**config.mk**
```make
export PLATFORM = sky130hd
export DESIGN_NAME = mem_port_arbiter
export DESIGN_NICKNAME = d
export VERILOG_FILES = /design/src/rtl/mem_port_arbiter.sv
export SDC_FILE = /design/constraint.sdc
export NUM_CORES = 1
export LEC_CHECK = 0
export ABC_AREA = 1
export BUFFER_PORTS_ARGS = -buffer_cell sky130_fd_sc_hd__buf_4
export CAP_MARGIN = 10
export CORE_AREA = 3 3 104 106
export DETAILED_ROUTE_END_ITERATION = 6
export DIE_AREA = 0 0 107 109
export GPL_TIMING_DRIVEN = 0
export HOLD_SLACK_MARGIN = 0.06
export PLACE_DENSITY_LB_ADDON = 0.12
export SYNTH_ARGS = -nofsm -noshare
export SYNTH_HDL_FRONTEND = slang
export SYNTH_SLANG_ARGS = --single-unit
```
**constraint.sdc**
```tcl
create_clock -name i_clk -period 3.56 [get_ports i_clk]
set_input_delay 0.356 -clock i_clk [delete_from_list [all_inputs] [get_ports i_clk]]
set_output_delay 0.356 -clock i_clk [all_outputs]
set_load 0.02 [all_outputs]
```
**src/rtl/mem_port_arbiter.sv**
```systemverilog
// Single-port RAM arbiter for fetch (IF) and MEM-stage ports: MEM has priority, with IF starvation protection.
// Grants are combinational and have no stall cycles. Read data returns one cycle after the grant; stores complete in the grant cycle.
module mem_port_arbiter #(
  parameter int unsigned STARVE_LIMIT = 4
) (
  input  logic        i_clk,
  input  logic        i_reset,
  input  logic        i_if_req,
  input  logic [31:0] i_if_addr,
  output logic        o_if_gnt,
  output logic        o_if_rvalid,
  output logic [31:0] o_if_rdata,
  input  logic        i_mem_req,
  input  logic        i_mem_we,
  input  logic [31:0] i_mem_addr,
  input  logic [3:0]  i_mem_wen,
  input  logic [31:0] i_mem_wdata,
  output logic        o_mem_gnt,
  output logic        o_mem_rvalid,
  output logic [31:0] o_mem_rdata,
  output logic [31:0] o_ram_addr,
  output logic [3:0]  o_ram_wen,
  output logic [31:0] o_ram_wdata,
  input  logic [31:0] i_ram_rdata
);

  localparam logic [3:0] LIMIT = 4'(STARVE_LIMIT);

  typedef enum logic [1:0] {
    RESP_NONE = 2'd0,
    RESP_IF   = 2'd1,
    RESP_MEM  = 2'd2
  } resp_t;

  resp_t       r_state;
  resp_t       w_state_nxt;
  logic [3:0]  r_starve;
  logic        w_force_if;
  logic        w_if_gnt;
  logic        w_mem_gnt;

  // Grants are suppressed while reset is held so nothing reaches the RAM.
  assign w_force_if = i_if_req && (r_starve == LIMIT);
  assign w_mem_gnt  = i_mem_req && !w_force_if && !i_reset;
  assign w_if_gnt   = i_if_req && !w_mem_gnt && !i_reset;

  assign o_if_gnt  = w_if_gnt;
  assign o_mem_gnt = w_mem_gnt;

  always_ff @(posedge i_clk or posedge i_reset) begin
    if (i_reset) begin
      r_starve <= 4'd0;
    end else if (w_if_gnt || !i_if_req) begin
      r_starve <= 4'd0;
    end else if (r_starve != LIMIT) begin
      r_starve <= r_starve + 4'd1;
    end
  end

  always_comb begin
    o_ram_addr  = 32'd0;
    o_ram_wen   = 4'b0000;
    o_ram_wdata = 32'd0;
    if (w_mem_gnt) begin
      o_ram_addr  = i_mem_addr;
      o_ram_wdata = i_mem_wdata;
      o_ram_wen   = i_mem_we ? i_mem_wen : 4'b0000;
    end else if (w_if_gnt) begin
      o_ram_addr  = i_if_addr;
    end
  end

  always_ff @(posedge i_clk or posedge i_reset) begin
    if (i_reset) begin
      r_state <= RESP_NONE;
    end else begin
      r_state <= w_state_nxt;
    end
  end

  always_comb begin
    w_state_nxt  = RESP_NONE;
    o_if_rvalid  = 1'b0;
    o_mem_rvalid = 1'b0;
    if (w_if_gnt) begin
      w_state_nxt = RESP_IF;
    end else if (w_mem_gnt && !i_mem_we) begin
      w_state_nxt = RESP_MEM;
    end
    case (r_state)
      RESP_IF:  o_if_rvalid  = 1'b1;
      RESP_MEM: o_mem_rvalid = 1'b1;
      default:  ;
    endcase
  end

  assign o_if_rdata  = i_ram_rdata;
  assign o_mem_rdata = i_ram_rdata;

endmodule

```
==> flow_results.org, run 1 <==
** Routing
- Average via count per standard cell :: 3.80
- For this run, design rule violations remaining after detail routing come to 0.
- Average routed wire per standard cell :: 11.9 microns
- Final antenna-violating net count :: 0
- Via total after detailed routing :: 2527
- The detailed router finished its first iteration with 86 violations.
- Total Wirelength :: 7900 microns
- Detailed Routing Iterations Pass 1 :: 4

** STA
- The tightest hold path in the finished design has a slack of 0.112 ns.
- Setup violations remaining at the end of the flow were counted as 0.
- The final count of hold timing violations is 0.
- For the final routed database, the setup TNS stands at 0 ns.
- Setup slack on the critical path of the routed design comes to about 1.3 ns.
- The worst path uses 63.2% of the clock period.
- Max-Slew Margin vs Limit :: 68.8%
- For the pin with the worst max-slew slack, the measured transition is 0.466 ns.
- Static timing analysis puts the maximum clock frequency at 444 MHz.
- Final period demand of the worst path :: 2.25 ns
- The clock arrives with 0.00172 ns of skew.
- The max-slew violation count is 0.
- RSZ-0062 raised after global routing :: no

** Global routing
- Vias in the first global route :: 2366
- Pin count of the biggest net entering global routing :: 11
- Total grt overflow :: 0
- The initial antenna violation count came to 0.
- Global routing consumed, over all layers together, between 10% and 20% of the routing resources.
- The first global-routing pass estimated 11200 microns of wire.

** Die
- Cell Rows :: 36
- The floorplan step set the die height to ~110 microns.
- Number of top-level pins :: 273
- The die covers 11700 sq um.
- Placeable core area :: 9860 sq um
- Measured along the x axis, the die boundary spans roughly 110 microns.
- Starting density of the core :: 15.9%

** Job
- Max-cap violations in this run came to 0.

** Logic synthesis
- Synthesis handed over a netlist of around 290 instances.
- Synthesized cell area :: 1570 sq um
- Avg Cell Area, Syn :: about 5.4 sq um
- After synthesis, flip-flops and latches occupy 9.59% of the total area.
- Counting flops and latches in the post-synthesis netlist gives 6.
- Yosys warning count :: 0
- When the netlist entered floorplanning its net count stood at 428.
- Yosys mapped the design onto 17 distinct sky130hd cell types.

** Cells and area
- Area Overhead vs Synth :: 128%
- The multi-input combinational cells in the finished layout cover a total of around 690 sq um.
- Most used cells in the layout excluding fill and tap cells :: sky130_fd_sc_hd__buf_4, sky130_fd_sc_hd__nand2_1, sky130_fd_sc_hd__inv_1
- Final standard cell count with taps included and fillers excluded :: 665
- Layout filler cell count :: 1056
- Leaving out fill and tap cells, the most frequent cell in the layout is sky130_fd_sc_hd__buf_4.
- Of the cells placed in the final design, the portion with a size suffix greater than 1 is approximately 60%.
- Flip-flop and latch area :: 150 sq um
- Diode count :: 0
- The final layout contains 673 nets.

** Worst setup path
- For the worst setup path, the data arrival time is roughly 1.9 ns.
- CP Cell Sequence :: inv_1 > ha_1 > nand4_1 > nand2_2 > inv_2 > buf_2 > nand2_1 > nand2_1 > buf_4
- Data required, critical path :: roughly 3.2 ns
- Maximum fanout along the worst path :: 10
- Most Frequent Cell on Critical Path :: sky130_fd_sc_hd__nand2_1
- STA classifies the critical path endpoint as an output pin.
- By startpoint and endpoint, the worst setup path is classified as flop to output pin.
- For flop-to-flop paths, the worst setup slack is 2.01 ns.
- The worst setup path is launched from a flop.
- Worst path max stage delay :: 0.40 ns
- Among all stages on the critical path, the largest delay is contributed by sky130_fd_sc_hd__dfrtp_1.

** Power
- Ratio of total power to cell area :: 177 nW/um^2
- Total power for the finished layout comes to 631 uW.
- VDD sags by at most ~120 uV.
- For this design the static power due to leakage is 0.00226 uW.

** CTS
- H-tree depth :: 1
- Clock tree synthesis selected as its root buffer the cell sky130_fd_sc_hd__clkbuf_8.
- Buffer count from post-CTS setup fixing :: 0
- Counting every sink on the clock net gives 6.
- The clock passes through at most 2 buffers.
- TritonCTS built the clock tree.
- Hold-fix buffer count after cts :: 0
- Clock latency on the worst-skew pair, taken at its later pin, is 0.22 ns.
- Total of cells resized after clock tree synthesis :: 0
- TritonCTS Buffers :: 3
- Register clock-pin slew on the reported worst setup and hold paths :: around 0.040 ns

** Hold path
- HP Class :: primary input to async pin

** Outcome
- Status :: finished clean

** Placement
- Timing analysis after detailed placement gives a worst setup slack of 1.51 ns.
- Routability-driven placement finished with a final weighted congestion of 0.728.
- In this run, placement finished with an instance count of around 660.
- DP HPWL :: 7150 microns
- Port buffering added 240 buffers.
## stage by stage
stage / cell area, sq um / utilization [%]
after floorplan: 1570 / -
after global placement: 3530 / 35.8
after detailed placement: 3530 / 35.8
after CTS: 3570 / 36.2
after global routing: 3570 / 36.2
final: 3570 / 36.2
## per-layer routing
metal	wire (microns)	vias to the layer above	track usage [%]	share of wire [%]
met4	41	0	0.913	0.52
met1	2640	1079	12.4	33
met5	0	-	0	0
li1	-	1278	-	-
met2	4290	166	23.7	54
met3	928	4	3.37	12
## flip-flops by register name, summed over array words and instances, names as in the netlist
signal / count
r_state: 2
r_starve: 4
## cells in the mapped netlist, drive strengths merged
cell type / instances / area, sq um
buf: 77 / 554
nand2: 75 / 284
inv: 45 / 169
nor2: 43 / 161
nand3: 34 / 170
dfrtp: 6 / 150
ha: 2 / 25.0
o21ai: 2 / 10.0
nand4: 1 / 6.26
nor3: 1 / 10.0
o2111ai: 1 / 8.76
o211ai: 1 / 7.51
xor2: 1 / 8.76
## critical path, delay by kind of cell (launching register included)
kind	cells	cell delay, ns
flops	1	0.40
buf+inv	4	0.62
fa+ha+maj	1	0.20
simple gates	4	0.45
## power by group
part           switching (uW)  internal [uW]  leakage, uW
Sequential               3.15           72.0    0.0000807
Combinational             218            240      0.00216
Clock                    25.7           72.3    0.0000216
## kinds of logic (layout without fill, tap and decap cells)
logic type / Yosys count / in the layout / share of synthesized area (%)
xor gates and xnor gates: 1 / 1 / 0.560
and+or+nand+nor: 154 / 154 / 40.4
AOI/OAI and AO/OA: 4 / 4 / 1.68
DFF: 6 / 6 / 9.59
adders and majority gates: 2 / 2 / 1.60
buffers and inverters: 122 / 365 / 46.2
## worst paths after layout
path	start	endpoint	cells after the start
setup / recovery	r_starve[0]	o_ram_addr[10]	9
hold / removal	i_reset	r_starve[2]	2
setup reg to reg	r_starve[0]	r_state[0]	7
hold reg to reg	r_starve[3]	r_starve[3]	2
max in group asynchronous	i_reset	r_state[0]	2
min in group i_clk	i_mem_we	r_state[1]	2
## cell type report
class,instances,area share (%)
multi-input combinational,161,19.4
clock buffer,3,1.16
timing repair buffer,240,50.4
inverter,45,4.73
sequential,6,4.20
buffer,77,15.5
tap,133,4.66
Power figures use the tool's default switching activity.
==> run 2: changes to the inputs <==
--- a/config.mk
+++ b/config.mk
@@ -8,9 +8,9 @@
 export ABC_AREA = 1
 export BUFFER_PORTS_ARGS = -buffer_cell sky130_fd_sc_hd__buf_4
 export CAP_MARGIN = 10
-export CORE_AREA = 3 3 104 106
+export CORE_AREA = 3 3 105 107
 export DETAILED_ROUTE_END_ITERATION = 6
-export DIE_AREA = 0 0 107 109
+export DIE_AREA = 0 0 108 110
 export GPL_TIMING_DRIVEN = 0
 export HOLD_SLACK_MARGIN = 0.06
 export PLACE_DENSITY_LB_ADDON = 0.12
==> constraint.sdc (replaced) <==
create_clock -name i_clk -period 2.3 [get_ports i_clk]
set_input_delay 0.23 -clock i_clk [delete_from_list [all_inputs] [get_ports i_clk]]
set_output_delay 0.23 -clock i_clk [all_outputs]
set_load 0.02 [all_outputs]
==> run 2 against run 1 <==
Net effect:
- hold slack improved by 0.091 ns
- highest routed layer unchanged
- critical endpoint is now o_ram_addr[23]
- cell area rose by 0.98%
- critical path type is now primary input to output pin
- clock skew down 0.0014 ns
- routed wire length fell by 3.1%
==> flow_results.org, run 2 (synthesis gave the netlist of run 1 again) <==
** Outcome
- Status :: finished clean

** Worst setup path
- Critical path arrival :: 1.87 ns (-0.03 ns)
- By startpoint and endpoint, the worst setup path is classified as primary input to output pin.
- The peak fanout along the critical path came to 10 (unchanged).
- The critical path ends at o_ram_addr[23].
- Worst-case register-to-register setup slack :: 0.77 ns (-1.24 ns)
- RR Endpoint :: r_state[0]
- The worst setup path is captured at an output pin.
- Worst-case reg-to-reg path depth :: 7 (unchanged)
- Launching point of the worst reg2reg path :: r_starve[0]
- The critical path data required time is 2.07 ns (-1.13 ns).
- Crit. Startpoint :: i_reset
- STA classifies the critical path startpoint as a primary input.

** CTS
- Register clock-pin slew on the reported worst setup and hold paths :: 0.04 ns (about the same)
- The number of post-CTS setup repair buffers came to 0 (unchanged).
- Deepest clock path buffer count :: 2 (unchanged)
- Cell at the root of the clock tree :: sky130_fd_sc_hd__clkbuf_8
- # clock sinks :: 6 (unchanged)
- The clock network latency to the later pin of the worst-skew pair came to 0.22 ns (about the same).
- H-tree depth :: 1 (unchanged)
- The number of buffers added by the clock tree synthesis step was 3 (unchanged).
- TritonCTS built the clock tree.

** Hold path
- HP Class :: primary input to flop

** Cells and area
- The register cell area after layout is 150 sq um (unchanged).
- Flip-flop count of the largest register, all copies and words added :: 4 (unchanged)
- Share of cells above drive strength 1 :: 60.8% (+0.074 points)
- The final core utilization came to 35.3% (-0.96 points).
- Layout filler cell count :: 1149 (+8.8%)
- Most common cell after layout, fill and taps aside :: sky130_fd_sc_hd__buf_4
- The area of the multi-input gates was 706 sq um (+2.0%).
- In the final layout, the registers with the most flip-flops are r_starve x4, r_state x2.
- Register with the highest flop count :: r_starve
- Final-stage net count :: 674 (+0.15%)
- Area Overhead vs Synth :: 131%
- Diode count :: 0 (unchanged)
- In the layout the commonest cells are sky130_fd_sc_hd__buf_4, sky130_fd_sc_hd__nand2_1, sky130_fd_sc_hd__inv_1.
- Final standard cell count with taps included and fillers excluded :: 669 (+0.60%)

** Routing
- Via total after detailed routing :: 2452 (-3.0%)
- The post-detailed-route via-to-cell ratio was 3.67 (-3.5%).
- Detailed Routing Iterations Pass 1 :: 4 (unchanged)
- Average routed wire per standard cell :: 11.4 microns (-3.7%)
- The number of nets with antenna violations after detailed routing was 0 (unchanged).
- The total length of routed wires came to 7660 microns (-3.1%).
- DRC errors left :: 0 (unchanged)
- Initial drt markers :: 51 (-41%)

** Global routing
- Overall track demand over capacity in global routing :: 10.5% (-1.2 points)
- The initial antenna violation count was 0 (unchanged).
- Global-route wire length before repair :: 10200 microns (-8.8%)
- Vias in the first global route :: 2150 (-9.1%)
- Total grt overflow :: 0 (unchanged)
- The maximum number of pins on one net before global-route repair came to 11 (unchanged).

** STA
- Post-route clock period utilization :: 91.1%
- Subtracting the final worst setup slack from the clock period gives 2.10 ns.
- The transition time at the pin with the least slew margin is 0.276 ns (-0.190 ns).
- Final Hold Viols :: 0 (unchanged)
- Final max-slew violation count :: 0 (unchanged)
- For this run, the top clock speed supported by timing is roughly 480 MHz.
- Setup repair after global routing left no endpoint under its margin.
- Post-Route Skew :: 0.000317 ns (-0.00141 ns)
- The headroom to the max-slew limit is 81.5% (+13 points).
- The total negative slack for setup checks came to 0 ns (unchanged).
- Post-route worst setup slack :: 0.205 ns (-1.10 ns)
- The count of final setup violators was 0 (unchanged).

** Placement
- Count of placed standard cells including taps :: 665 (+0.45%)
- The final estimated routing congestion in global placement came to 0.722 (-0.87%).
- The minimum setup slack after placement is 0.337 ns (-1.17 ns).
- The number of buffer cells added on primary ports came to 240 (unchanged).
- The detailed placement HPWL came to 6810 microns (-4.7%).

** Die
- The area of the die is 11900 sq um (+1.9%).
- The number of placed I/O pins is 273 (unchanged).
- Placeable core area :: 10200 sq um (+3.7%)
- The initial core utilization is 15.3% (-0.57 points).
- Die span in x :: 108 microns (+0.93%)
- Die Ht :: 110 microns (+0.92%)
- Cell Rows :: 37 (+2.8%)

** Job
- The number of maximum-capacitance constraint violations is 0 (unchanged).

** Power
- Ratio of total power to cell area :: 272 nW/um^2 (+54%)
- The static leakage power came to 0.00227 uW (+0.35%).
- The maximum vdd drop is 129 uV (+11%).
## run 2: changes by cell type in the layout (fill, tap and decap cells not counted), sizes merged
cell and change:
buf -2, dlygate4sd3 +1, clkbuf +2
## run 2: critical path, cell delays in order
cell and delay [ns]:
sky130_fd_sc_hd__dlygate4sd3_1 0.54, sky130_fd_sc_hd__buf_4 0.17, sky130_fd_sc_hd__nor2_1 0.18, sky130_fd_sc_hd__nand2_4 0.12, sky130_fd_sc_hd__inv_2 0.13, sky130_fd_sc_hd__buf_4 0.20, sky130_fd_sc_hd__nand2_1 0.08, sky130_fd_sc_hd__nand2_1 0.07
sky130_fd_sc_hd__buf_4 0.14
## run 2: where the power goes
group | leakage, uW | switching [uW] | internal, uW
clock | 0.0000216 | 42.1 | 112
combinational | 0.00217 | 336 | 375
sequential | 0.0000807 | 4.93 | 111
total | 0.00227 | 383 | 599
## run 2: final cells by class
cell class,instances,share of cell area [%]
inverter,45,4.68
multi-input combinational,161,19.5
timing repair buffer,241,50.2
buffer,77,15.6
tap,136,4.71
sequential,6,4.16
clock buffer,3,1.14
## run 2: per-layer routing
metal	global-route usage (%)	vias up	wire (microns)
met4	1.62	0	28
met3	2.80	2	980
met1	11.6	1016	2570
li1	-	1280	-
met5	0	-	0
met2	20.3	154	4070
## run 2: how the worst min path moves through the flow
stage          startpoint          end  depth (start not counted)
2_1_floorplan     i_reset  r_starve[0]                          1
3_3_place_gp      i_reset  r_starve[2]                          2
3_5_place_dp      i_reset  r_starve[2]                          2
4_1_cts          i_mem_we   r_state[1]                          2
5_1_grt          i_mem_we   r_state[1]                          2
6_report         i_mem_we   r_state[1]                          2
## run 2: repair_timing
item,CTS,global route
gates resized for setup,0,7
hold buffers,1,0
endpoints found under the hold margin,6,0
setup endpoints to repair,0,30
## run 2: through the flow
step | total power [uW] | hold slack (ns) | cell area (sq um)
CTS | 994 | 0.205 | 3590
global route | 1050 | 0.222 | 3610
floorplan | 475 | 0.0294 | 1570
finish | 981 | 0.203 | 3610
global placement | 829 | 0.218 | 3540
detailed placement | 832 | 0.218 | 3540
